## config.mk

```make
export PLATFORM = sky130hd
export DESIGN_NAME = reg_alu_trans_top_flat
export DESIGN_NICKNAME = d
export VERILOG_FILES = /design/src/rtl/reg_alu_pkg.sv /design/src/rtl/reg_alu_trans_if.sv /design/src/rtl/alu4.sv /design/src/rtl/reg_alu_trans_top.sv /design/src/flat_wrapper.sv
export SDC_FILE = /design/constraint.sdc
export NUM_CORES = 1
export LEC_CHECK = 0
export ABC_CLOCK_PERIOD_IN_PS = 2700
export CAP_MARGIN = 5
export CORE_MARGIN = 2
export CORE_UTILIZATION = 35
export CTS_CLUSTER_DIAMETER = 200
export DETAILED_ROUTE_END_ITERATION = 10
export SYNTH_ARGS = -nofsm -noshare
export SYNTH_HDL_FRONTEND = slang
export SYNTH_SLANG_ARGS = --single-unit
```

## constraint.sdc

```tcl
create_clock -name clk -period 2.7 [get_ports clk]
set_input_delay 0.675 -clock clk [delete_from_list [all_inputs] [get_ports clk]]
set_output_delay 0.675 -clock clk [all_outputs]
set_load 0.02 [all_outputs]
```

## src/rtl/reg_alu_pkg.sv

```systemverilog
// reg_alu_pkg: shared width default, ALU op, transfer source and mode encodings
package reg_alu_pkg;
    localparam int WIDTH_DEF = 4;
    typedef enum logic [1:0] {OP_ADD = 2'b00, OP_SUB = 2'b01, OP_AND = 2'b10, OP_OR = 2'b11} alu_op_e;
    typedef enum logic [1:0] {SRC_A = 2'b00, SRC_B = 2'b01, SRC_C = 2'b10, SRC_ZERO = 2'b11} src_e;
    typedef enum logic {MODE_ALU = 1'b0, MODE_TRANS = 1'b1} mode_e;
endpackage

```

## src/rtl/reg_alu_trans_if.sv

```systemverilog
// reg_alu_trans_if: board buttons/switches in, register and ALU debug values out
interface reg_alu_trans_if import reg_alu_pkg::*; #(parameter int WIDTH = WIDTH_DEF);
    logic [3:0]       BTN_Y;
    logic [15:0]      SW;
    logic [WIDTH-1:0] debug_A;
    logic [WIDTH-1:0] debug_B;
    logic [WIDTH-1:0] debug_C;
    logic [WIDTH-1:0] debug_res;
    modport master (output BTN_Y, SW, input debug_A, debug_B, debug_C, debug_res);
    modport slave (input BTN_Y, SW, output debug_A, debug_B, debug_C, debug_res);
endinterface

```

## src/rtl/alu4.sv

```systemverilog
// alu4: combinational add/sub/and/or, results modulo 2^WIDTH
module alu4 import reg_alu_pkg::*; #(parameter int WIDTH = WIDTH_DEF) (
    input  logic [WIDTH-1:0] a,
    input  logic [WIDTH-1:0] b,
    input  alu_op_e          op,
    output logic [WIDTH-1:0] res
);
    always_comb begin
        res = op == OP_ADD ? a + b :
              op == OP_SUB ? a - b :
              op == OP_AND ? a & b : a | b;
    end
endmodule

```

## src/rtl/reg_alu_trans_top.sv

```systemverilog
// reg_alu_trans_top: A/B/C registers stepped, ALU-latched or transferred by button events.
// TOP_BTN3_CLR_EN: BTN_Y[3] event clears A, B, C with priority over other events.
module reg_alu_trans_top import reg_alu_pkg::*; #(parameter int WIDTH = WIDTH_DEF) (
    input logic             clk,
    input logic             rst_n,
    reg_alu_trans_if.slave  bus
);
`ifdef TOP_BTN3_CLR_EN
    localparam int NB = 4;
`else
    localparam int NB = 3;
`endif
    logic [NB-1:0]    btn_cap_q, btn_prev_q, evt;
    logic [WIDTH-1:0] a_q, b_q, c_q, a_d, b_d, c_d, src, res;
    logic             clr, unused_ok;
    mode_e            mode;
    src_e             sel;

    alu4 #(.WIDTH(WIDTH)) u_alu (.a(a_q), .b(b_q), .op(alu_op_e'(bus.SW[3:2])), .res(res));

    // Falling-edge capture catches short pulses that straddle the low phase
    always_ff @(negedge clk or negedge rst_n) begin
        if (!rst_n) btn_cap_q <= '0;
        else btn_cap_q <= bus.BTN_Y[NB-1:0];
    end

    assign evt  = btn_cap_q & ~btn_prev_q;
    assign mode = mode_e'(bus.SW[15]);
    assign sel  = src_e'(bus.SW[5:4]);
`ifdef TOP_BTN3_CLR_EN
    assign clr       = evt[3];
    assign unused_ok = ^bus.SW[14:6];
`else
    assign clr       = 1'b0;
    assign unused_ok = ^{bus.SW[14:6], bus.BTN_Y[3]};
`endif

    always_comb begin
        src = sel == SRC_A ? a_q : sel == SRC_B ? b_q : sel == SRC_C ? c_q : '0;
        a_d = clr ? '0 : !evt[0] ? a_q : mode == MODE_TRANS ? src : bus.SW[0] ? a_q - WIDTH'(1) : a_q + WIDTH'(1);
        b_d = clr ? '0 : !evt[1] ? b_q : mode == MODE_TRANS ? src : bus.SW[1] ? b_q - WIDTH'(1) : b_q + WIDTH'(1);
        c_d = clr ? '0 : !evt[2] ? c_q : mode == MODE_TRANS ? src : res;
    end

    always_ff @(posedge clk or negedge rst_n) begin
        if (!rst_n) begin
            btn_prev_q <= '0;
            a_q        <= '0;
            b_q        <= '0;
            c_q        <= '0;
        end else begin
            btn_prev_q <= btn_cap_q;
            a_q        <= a_d;
            b_q        <= b_d;
            c_q        <= c_d;
        end
    end

    assign bus.debug_A   = a_q;
    assign bus.debug_B   = b_q;
    assign bus.debug_C   = c_q;
    assign bus.debug_res = res;
endmodule

```

## src/flat_wrapper.sv

```systemverilog
// flat-port wrapper written by rule: the top's interface ports become plain ports
module reg_alu_trans_top_flat import reg_alu_pkg::*;
#(parameter int WIDTH = WIDTH_DEF)
  (clk, rst_n, bus_BTN_Y, bus_SW, bus_debug_A, bus_debug_B, bus_debug_C, bus_debug_res);
  reg_alu_trans_if #(.WIDTH(WIDTH)) bus_i ();
  input logic clk;
  input logic rst_n;
  input wire logic [$bits(bus_i.BTN_Y)-1:0] bus_BTN_Y;
  input wire logic [$bits(bus_i.SW)-1:0] bus_SW;
  output wire logic [$bits(bus_i.debug_A)-1:0] bus_debug_A;
  output wire logic [$bits(bus_i.debug_B)-1:0] bus_debug_B;
  output wire logic [$bits(bus_i.debug_C)-1:0] bus_debug_C;
  output wire logic [$bits(bus_i.debug_res)-1:0] bus_debug_res;
  assign bus_i.BTN_Y = bus_BTN_Y;
  assign bus_i.SW = bus_SW;
  assign bus_debug_A = bus_i.debug_A;
  assign bus_debug_B = bus_i.debug_B;
  assign bus_debug_C = bus_i.debug_C;
  assign bus_debug_res = bus_i.debug_res;
  reg_alu_trans_top #(.WIDTH(WIDTH)) u_core (.clk(clk), .rst_n(rst_n), .bus(bus_i));
endmodule
```

# After elaboration in Yosys (flattened, before gate mapping)
# Cells that the tools add are included.
# totals
ff_bits	18
in_bits	22
# op_classes
n_addsub	6
n_eq_ne	4
mux	11
bitwise_logic	4
reduce_logical	2
# ops
op	count
two-way mux 4 bit	11
adder 4 x 1 -> 4 bit, second input constant	2
subtractor 4 x 1 -> 4 bit, second input constant	2
adder 4 bit	1
bitwise AND 4 bit	1
== test 2 x 1 -> 1 bit, second input constant	2
== test 2 bit, second input constant	2
zero test 2 bit	2
OR 4 bit	1
subtractor 4 bit	1
bitwise AND 3 bit	1
inverter 3 bit	1

# Longest topological paths before layout
# Gate-level depths: netlist of the first run.
# depth
depth_word	5
ltp_mapped	8
depth_no_buf	8

# Cells and area by module
# A second synthesis of the first run with hierarchy kept.
# hier_totals
hier_cells	163
hier_area_um2	1471.4
# modules_own_cells
module	instances	cells_each	area_each_um2
reg_alu_trans_top	1	112	1079.8
alu4	1	51	391.6

==> impl_metrics.toml, run 1 <==
[sta]
skew_ns = 0.0161
setup_ws_ns = 0.0634
hold_viol = 0
tightest_slew_ns = 0.491
setup_violations = 0
finalMaxSlewViolations = 0
period_share_pct = 97.7
fmax_mhz = 379
hold_slack_ns = 0.513
setup_tns_ns = 0
period_needed_ns = 2.64
rsz0062_at_grt = "true"
relSlewSlack_pct = 67.1

[global_route]
grt_pass1_vias = 1305
antenna_found_initial = 0
grt_pass1_wl_um = 6020
grt_max_degree = 16
grt_util_all_layers_pct = 18.0
grt-ovfl-total = 0

[clock_network]
cts_sinks = 18
h-tree-depth = 1
cts_buffer_depth = 2
tritoncts = "built"
cts_made_buffers = 3
clk_latency_ns = 0.27
clk_pin_slew_ns = 0.07
cts-root-buf = "clkbuf_8"

[yosys]
synth_top_area_share_pct = 27.1
syn_area_mm2 = 0.00139
seq_area_frac_synth_pct = 32.5
synthFlopType = "dfrtp_1"
ys_async_sr_fraction_pct = 100
syn_avg_cell_area_um2 = 9.70
netlist_top_cells_area = "dfrtp_1, ha_1, mux2_2, fa_1, dfrtn_1"
yosys_warnings = 0
synth_cell_type_count = 37
synth-edff-count = 0
syn_inst = 143
synth_commonest_cells = "dfrtp_1, ha_1, o21ai_0, inv_1, nor2_1"
synth_nets = 184
synth_area_leader_cell = "dfrtp_1"
ys_ff_latch = 18

[floorplan]
dieHeight_um = 67.0
io-pin-count = 38
core-area_mm2 = 0.00374
fp-row-count = 22
initial_core_util_pct = 37.1
die_x_um = 67.0
dieArea_mm2 = 0.00448

[pwr]
switching_share_pct = 41.9
leakage_nw = 0.989
pwr-share-seq_pct = 17.7
peakVddDrop_mv = 0.528
p_per_area_mw_per_mm2 = 1170
comb_power_share_pct = 73.3
p_switching_mw = 1.01
p_clk_share_pct = 9.1
p_int_mw = 1.40

[critical_path]
cp_data_required_time_ns = 2.03
crit_family = "adder cells"
cp-start-kind = "register"
crit_chain = "inv_1 -> ha_2 -> fa_1 -> nand2_1 -> o21ai_1 -> xnor2_1 -> o21ai_2 -> buf_4"
endpoint_kind = "primary output"
crit_type = "register to primary output"
worst-path-max-fanout = 3
cp.arrival_ns = 1.96
slowest_delay_ns = 0.39
slowest_stage = "dfrtp_1"
crit_buf_inv = 2

[drt]
route.vias.total = 1229
vias_per_cell = 4.88
wl_um = 3480
drc_errors = 0
routedWlPerCell_um = 13.8
first_pass_iters = 4
drt-initial-drc-count = 92
ant_nets = 0

[finish]
fin_nets = 246
fill_cells = 368
drive_gt1_share_pct = 32.4
areaGrowthSynthToFinish_pct = 48.0
diodes = 0

[place]
dpl.hpwl_um = 2790
dp_slack_ns = -0.590
port_buffers = 27
place.gp.congestion = 0.809

[status]
status = "complete, no violations"

[worst_hold_path]
hold_path_class = "register to register"

[job]
max-cap-violations = 0
-- flip-flops by register name, summed over array words and instances, names as in the netlist --
name / count
u_core.bus.debug_A: 4
u_core.bus.debug_B: 4
u_core.bus.debug_C: 4
u_core.btn_cap_q: 3
u_core.btn_prev_q: 3
-- what timing repair did --
item                                   4_1_cts  5_1_grt
setup endpoints to repair                    4        4
endpoints found under the hold margin        0        0
pin swaps                                    2        5
gates cloned                                 0        0
hold buffers                                 0        0
buffers inserted                             2        2
resized for setup                           21       17
-- worst register-to-register path: stages, from the launching register on --
cell and delay [ns]:
dfrtn_1 0.42, nor2b_1 0.28, mux2_4 0.33
-- metal layers --
metal | up-vias | share of wire (%) | track usage [%]
met3 | 8 | 4.5 | 3.21
met1 | 571 | 46 | 24.2
li1 | 617 | - | -
met5 | - | 0 | 0
met4 | 0 | 1.5 | 4.34
met2 | 33 | 48 | 29.8
-- layout make-up --
class / count / area (um^2) / share of cell area, %
clock buffers: 4 / 55.1 / 2.68
flip-flops and latches: 18 / 452 / 22.0
repair buffers: 61 / 526 / 25.6
inverters: 14 / 52.6 / 2.56
multi-input cells: 107 / 908 / 44.2
well taps: 48 / 60.1 / 2.93
-- stage by stage --
stage / cell area [um^2] / power, mW / std cells / util [%]
3_3_place_gp: 1920 / 1.99 / 244 / 51.2
2_1_floorplan: 1390 / 1.28 / 143 / -
6_report: 2050 / 2.41 / 252 / 54.8
5_1_grt: 2050 / 2.64 / 252 / 54.8
3_5_place_dp: 1920 / 2.04 / 244 / 51.2
4_1_cts: 1990 / 2.31 / 250 / 53.1
-- placed cells by master (no fill, tap or decap), drive strengths merged --
cell / count
xor2: 2
o21ai: 17
ha: 15
o21a: 1
a21boi: 1
a31o: 1
buf: 37
or3: 1
nor2: 10
nor3: 1
inv: 14
clkdlybuf4s50: 21
a21o: 3
nand2: 9
a211o: 1
dlymetal6s2s: 1
a21bo: 1
a31oi: 1
a221oi: 1
o221ai: 2
mux2: 9
o32a: 1
xnor2: 3
fa: 4
clkbuf: 5
mux2i: 6
dfrtp: 15
a21oi: 6
dfrtn: 3
nor2b: 2
and2: 4
dlygate4sd2: 1
o211ai: 2
nand2b: 3
-- path summary, 6_finish.rpt --
| path | to | slack (ns) | cells past startpoint | start |
|---|---|---|---|---|
| setup reg to reg | u_core.bus.debug_C[1] | 0.20 | 2 | u_core.btn_cap_q[2] |
| hold / removal | u_core.bus.debug_C[0] | 0.51 | 2 | u_core.bus.debug_C[0] |
| min in group asynchronous | u_core.btn_prev_q[1] | 0.85 | 2 | rst_n |
| max in group asynchronous | u_core.btn_cap_q[2] | 0.65 | 1 | rst_n |
| setup / recovery | bus_debug_res[2] | 0.06 | 8 | u_core.bus.debug_A[0] |
| hold reg to reg | u_core.bus.debug_C[0] | 0.51 | 2 | u_core.bus.debug_C[0] |
-- power groups by stage --
stage / sequential [mW] / clock [mW] / combinational [mW]
floorplan: 0.568 / 0 / 0.709
global placement: 0.424 / 0 / 1.57
detailed placement: 0.428 / 0 / 1.62
CTS: 0.422 / 0.226 / 1.66
global route: 0.439 / 0.236 / 1.96
finish: 0.427 / 0.218 / 1.77
-- logic make-up (layout without fill, tap and decap cells) --
kind of cell	after synthesis	after routing	share of synthesized area [%]
multiplexers	15	15	11.9
buffers and inverters	18	79	5.77
AND/OR/NAND/NOR	30	30	10.0
AO/OA/AOI/OAI	38	38	17.4
XOR/XNOR	5	5	3.16
flip-flops	18	18	32.5
adder cells (fa/ha/maj)	19	19	19.3
Power figures use the tool's default switching activity.
==> run 2, diff against run 1 <==
--- a/config.mk
+++ b/config.mk
@@ -5,7 +5,7 @@
 export SDC_FILE = /design/constraint.sdc
 export NUM_CORES = 1
 export LEC_CHECK = 0
-export ABC_CLOCK_PERIOD_IN_PS = 2700
+export ABC_CLOCK_PERIOD_IN_PS = 3050
 export CAP_MARGIN = 5
 export CORE_MARGIN = 2
 export CORE_UTILIZATION = 35
==> constraint.sdc (replaced) <==
create_clock -name clk -period 3.05 [get_ports clk]
set_input_delay 0.7625 -clock clk [delete_from_list [all_inputs] [get_ports clk]]
set_output_delay 0.7625 -clock clk [all_outputs]
set_load 0.02 [all_outputs]
==> run 2 against run 1 <==
  * Final cell count is 4.8% lower
  * Clock power is 21% lower
  * Clock skew hardly changed
  * Critical path type is now input pin to primary output
==> impl_metrics.toml, run 2 (synthesized netlist as in run 1, its figures left out) <==
[status]
status = "complete, no violations"

[sta]
period_share_pct = 95.5
rsz0062_at_grt = "false"
setup_ws_ns = 0.138
period_needed_ns = 2.91
skew_ns = 0.0162
setup_tns_ns = 0
relSlewSlack_pct = 66.4
tightest_slew_ns = 0.502
finalMaxSlewViolations = 0
setup_violations = 0
fmax_mhz = 343
hold_viol = 0

[pwr]
peakVddDrop_mv = 0.483
pwr-share-seq_pct = 20.0
p_clk_share_pct = 9.2
p_int_mw = 1.05
switching_share_pct = 43.6
comb_power_share_pct = 70.8
p_switching_uw = 813
leakage_nw = 0.910
p_per_area_mw_per_mm2 = 989

[drt]
met3_wirelength_um = 126
vias_per_cell = 4.96
wl_um = 3320
drt-met1-wl_um = 1590
routedWlPerCell_um = 13.8
first_pass_iters = 4
top_layer = "met4"
drt-initial-drc-count = 46
route.vias.total = 1190
met2WireLength_um = 1590
drc_errors = 0
ant_nets = 0

[critical_path]
crit_type = "input pin to primary output"
cp.arrival_ns = 2.15
crit_chain = "clkdlybuf4s50_1 -> inv_2 -> o21a_1 -> a221oi_1 -> a21oi_2 -> nor2_1 -> clkbuf_2"
slowest_stage = "clkdlybuf4s50_1"
endpoint_kind = "primary output"
worst-path-max-fanout = 2
slowest_delay_ns = 0.50
cp_data_required_time_ns = 2.29
cp-start-kind = "input pin"

[place]
port_buffers = 27
place.gp.congestion = 0.832
dp_slack_ns = -0.367
dpl.hpwl_um = 2720

[finish]
areaGrowthSynthToFinish_pct = 36.0
diodes = 0
most-common-layout-cells = "clkdlybuf4s50_1, buf_4, ha_1, dfrtp_1"
drive_gt1_share_pct = 21.4
fin_nets = 234

[clock_network]
clk_latency_ns = 0.27
cts_buffer_depth = 2
cts_sinks = 18
clk_pin_slew_ns = 0.07
tritoncts = "built"
cts-root-buf = "clkbuf_8"
cts_made_buffers = 3
postCtsHoldBufs = 0
h-tree-depth = 1

[floorplan]
core-area_mm2 = 0.00374
initial_core_util_pct = 37.1
io-pin-count = 38
die_x_um = 67.0
fp-row-count = 22
dieHeight_um = 67.0
dieArea_mm2 = 0.00448

[global_route]
grt_pass1_wl_um = 5700
grt_util_all_layers_pct = 17.1
grt_max_degree = 16
antenna_found_initial = 0
grt_pass1_vias = 1236
grt-ovfl-total = 0

[job]
max-cap-violations = 0

[worst_hold_path]
hold_path_class = "register to register"
## run 2: repair_timing
item                                    4_1_cts  5_1_grt
gates resized for setup                       7        6
endpoints found under the setup margin        4        3
setup buffers                                 0        0
cloned                                        0        0
## run 2: final cells by class
type,count,area (um^2)
Tap cell,48,60.1
Sequential cell,18,450
Timing Repair Buffer,49,418
Inverter,14,52.6
Multi-Input combinational cell,107,861
Clock buffer,4,45.0
Fill cell,366,1860
## run 2: final timing paths
kind                                       start                     to  slack, ns  depth (start not counted)
setup reg to reg             u_core.btn_cap_q[2]  u_core.bus.debug_C[1]       0.36                          2
setup / recovery                       bus_SW[3]       bus_debug_res[3]       0.14                          7
hold / removal             u_core.bus.debug_C[0]  u_core.bus.debug_C[0]       0.52                          2
min in group asynchronous                  rst_n   u_core.btn_prev_q[1]       0.92                          2
hold reg to reg            u_core.bus.debug_C[0]  u_core.bus.debug_C[0]       0.52                          2
max in group asynchronous                  rst_n    u_core.btn_cap_q[1]       0.74                          1
## run 2: power groups by stage
| stage | combinational (mW) | sequential (mW) | clock (mW) |
|---|---|---|---|
| after floorplan | 0.628 | 0.503 | 0 |
| after global placement | 1.32 | 0.374 | 0 |
| after detailed placement | 1.35 | 0.378 | 0 |
| after CTS | 1.34 | 0.373 | 0.178 |
| after global routing | 1.47 | 0.384 | 0.193 |
| final | 1.32 | 0.373 | 0.173 |
## run 2: per-stage QoR
stage	util, %	power, mW	hold WS, ns	std cells	area [um^2]
after floorplan	-	1.13	0.467	143	1390
after global placement	49.6	1.69	0.506	236	1860
after global routing	50.4	2.04	0.586	240	1890
after CTS	50.7	1.90	0.523	240	1900
final	50.4	1.87	0.517	240	1890
after detailed placement	49.6	1.73	0.506	236	1860
## run 2: worst max-delay path: cells and delay by family
kind / cells / cell delay (ns)
and+or+nand+nor: 1 / 0.11
buffers and inverters: 3 / 0.72
AOI/OAI and AO/OA: 3 / 0.56
## run 2: metal layers
layer  vias to the layer above  GRT usage, %
met5                         -             0
met4                         0          4.85
met3                         2          2.53
met2                        27          29.0
met1                       572          22.5
li1                        589             -
==> run 3, diff against run 2 <==
--- a/config.mk
+++ b/config.mk
@@ -11,6 +11,7 @@
 export CORE_UTILIZATION = 35
 export CTS_CLUSTER_DIAMETER = 200
 export DETAILED_ROUTE_END_ITERATION = 10
+export SKIP_LAST_GASP = 1
 export SYNTH_ARGS = -nofsm -noshare
 export SYNTH_HDL_FRONTEND = slang
 export SYNTH_SLANG_ARGS = --single-unit
==> run 3 against run 2 <==
  * Sequential power about the same
  * Critical path depth unchanged
  * Combinational power about the same
==> impl_metrics.toml, run 3 (synthesized netlist as in run 1, its figures left out) <==
[status]
status = "complete, no violations"

[critical_path]
slowest_stage = "clkdlybuf4s50_1"
ff2ff_setup_slack_ns = 0.36
cp_data_required_time_ns = 2.29
cp.arrival_ns = 2.15
worst-path-max-fanout = 2
crit_chain = "clkdlybuf4s50_1 -> inv_2 -> o21a_1 -> a221oi_1 -> a21oi_2 -> nor2_1 -> clkbuf_2"
cp-start-kind = "input pin"
slowest_delay_ns = 0.50
crit_type = "input pin to primary output"
reg2regPathDepth = 2
endpoint_kind = "primary output"

[global_route]
grt_pass1_wl_um = 5700
grt_pass1_vias = 1236
grt_max_degree = 16
antenna_found_initial = 0
grt-ovfl-total = 0
grt_util_all_layers_pct = 17.1

[sta]
rsz0062_at_grt = "true"
fmax_mhz = 343
hold_viol = 0
setup_tns_ns = 0
period_share_pct = 95.5
period_needed_ns = 2.91
setup_violations = 0
relSlewSlack_pct = 66.4
skew_ns = 0.0162
tightest_slew_ns = 0.502
setup_ws_ns = 0.138
finalMaxSlewViolations = 0

[pwr]
p_per_area_mw_per_mm2 = 989
peakVddDrop_mv = 0.483
power.total_mw = 1.87
leakage_nw = 0.921

[clock_network]
h-tree-depth = 1
clk_latency_ns = 0.27
postCtsHoldBufs = 0
cts-root-buf = "clkbuf_8"
cts_sinks = 18
cts_buffer_depth = 2
tritoncts = "built"
cts_made_buffers = 3
clk_pin_slew_ns = 0.07

[floorplan]
core-area_mm2 = 0.00374
io-pin-count = 38
fp-row-count = 22
initial_core_util_pct = 37.1
die_x_um = 67.0
dieHeight_um = 67.0
dieArea_mm2 = 0.00448

[finish]
drive_gt1_share_pct = 20.8
areaGrowthSynthToFinish_pct = 36.5
most-common-layout-cells = "clkdlybuf4s50_1, buf_4, ha_1, dfrtp_1"
diodes = 0
fin_nets = 234
fin_area_mm2 = 0.00189
fill_cells = 365

[drt]
drc_errors = 0
routedWlPerCell_um = 13.8
route.vias.total = 1190
vias_per_cell = 4.96
first_pass_iters = 4
wl_um = 3320
drt-initial-drc-count = 46
ant_nets = 0

[job]
max-cap-violations = 0

[place]
dp_slack_ns = -0.367
dpl-instance-area_mm2 = 0.00186
dpl.hpwl_um = 2720
port_buffers = 27
place.gp.congestion = 0.832

[worst_hold_path]
holdPathStages = 2
hold_path_class = "register to register"
==> run 3: cell count changes in the layout (fill, tap and decap cells not counted) <==
cell / change
clkbuf_2: -1
dlymetal6s2s_1: +1
==> run 3: path summary, 6_finish.rpt <==
check                                        end             startpoint
min                        u_core.bus.debug_C[0]  u_core.bus.debug_C[0]
max                             bus_debug_res[3]              bus_SW[3]
max reg2reg                u_core.bus.debug_C[1]    u_core.btn_cap_q[2]
min reg2reg                u_core.bus.debug_C[0]  u_core.bus.debug_C[0]
min in group asynchronous   u_core.btn_prev_q[1]                  rst_n
max in group asynchronous    u_core.btn_cap_q[1]                  rst_n
==> run 3: through the flow <==
stage	utilization, %	hold slack [ns]	std cells
CTS	50.8	0.523	240
global route	50.6	0.586	240
global placement	49.6	0.506	236
detailed placement	49.6	0.506	236
floorplan	-	0.467	143
finish	50.6	0.517	240
==> run 3: layer usage <==
layer	wire (um)	track usage [%]	up-vias	share of wire, %
met2	1590	29.0	27	48
met1	1590	22.5	572	48
met3	126	2.53	2	3.8
met4	12	4.85	0	0.36
li1	-	-	589	-
met5	0	0	-	0
==> run 3: worst max-delay path: cells and delay by family <==
family | cells | cell delay (ns)
AOI/OAI and AO/OA | 3 | 0.56
buffers and inverters | 3 | 0.72
and+or+nand+nor | 1 | 0.11
==> run 3: repair_timing <==
| action | 4_1_cts | 5_1_grt |
|---|---|---|
| resized for setup | 6 | 5 |
| setup endpoints to repair | 4 | 3 |
| buffers inserted | 0 | 0 |
| endpoints found under the hold margin | 0 | 0 |
==> run 3: power breakdown <==
part	total [mW]	switching (mW)	internal [mW]	leakage, nW
Clock	0.173	0.0798	0.0928	0.0228
Combinational	1.33	0.677	0.651	0.679
Sequential	0.373	0.0560	0.317	0.219
Total	1.87	0.812	1.06	0.921
==> run 3: final cells by class <==
cell class	count	area (um^2)	share of cell area, %
multi-input combinational	107	861	45.4
timing repair buffer	49	425	22.5
tap	48	60.1	3.17
sequential	18	450	23.8
inverter	14	52.6	2.77
clock buffer	4	45.0	2.38
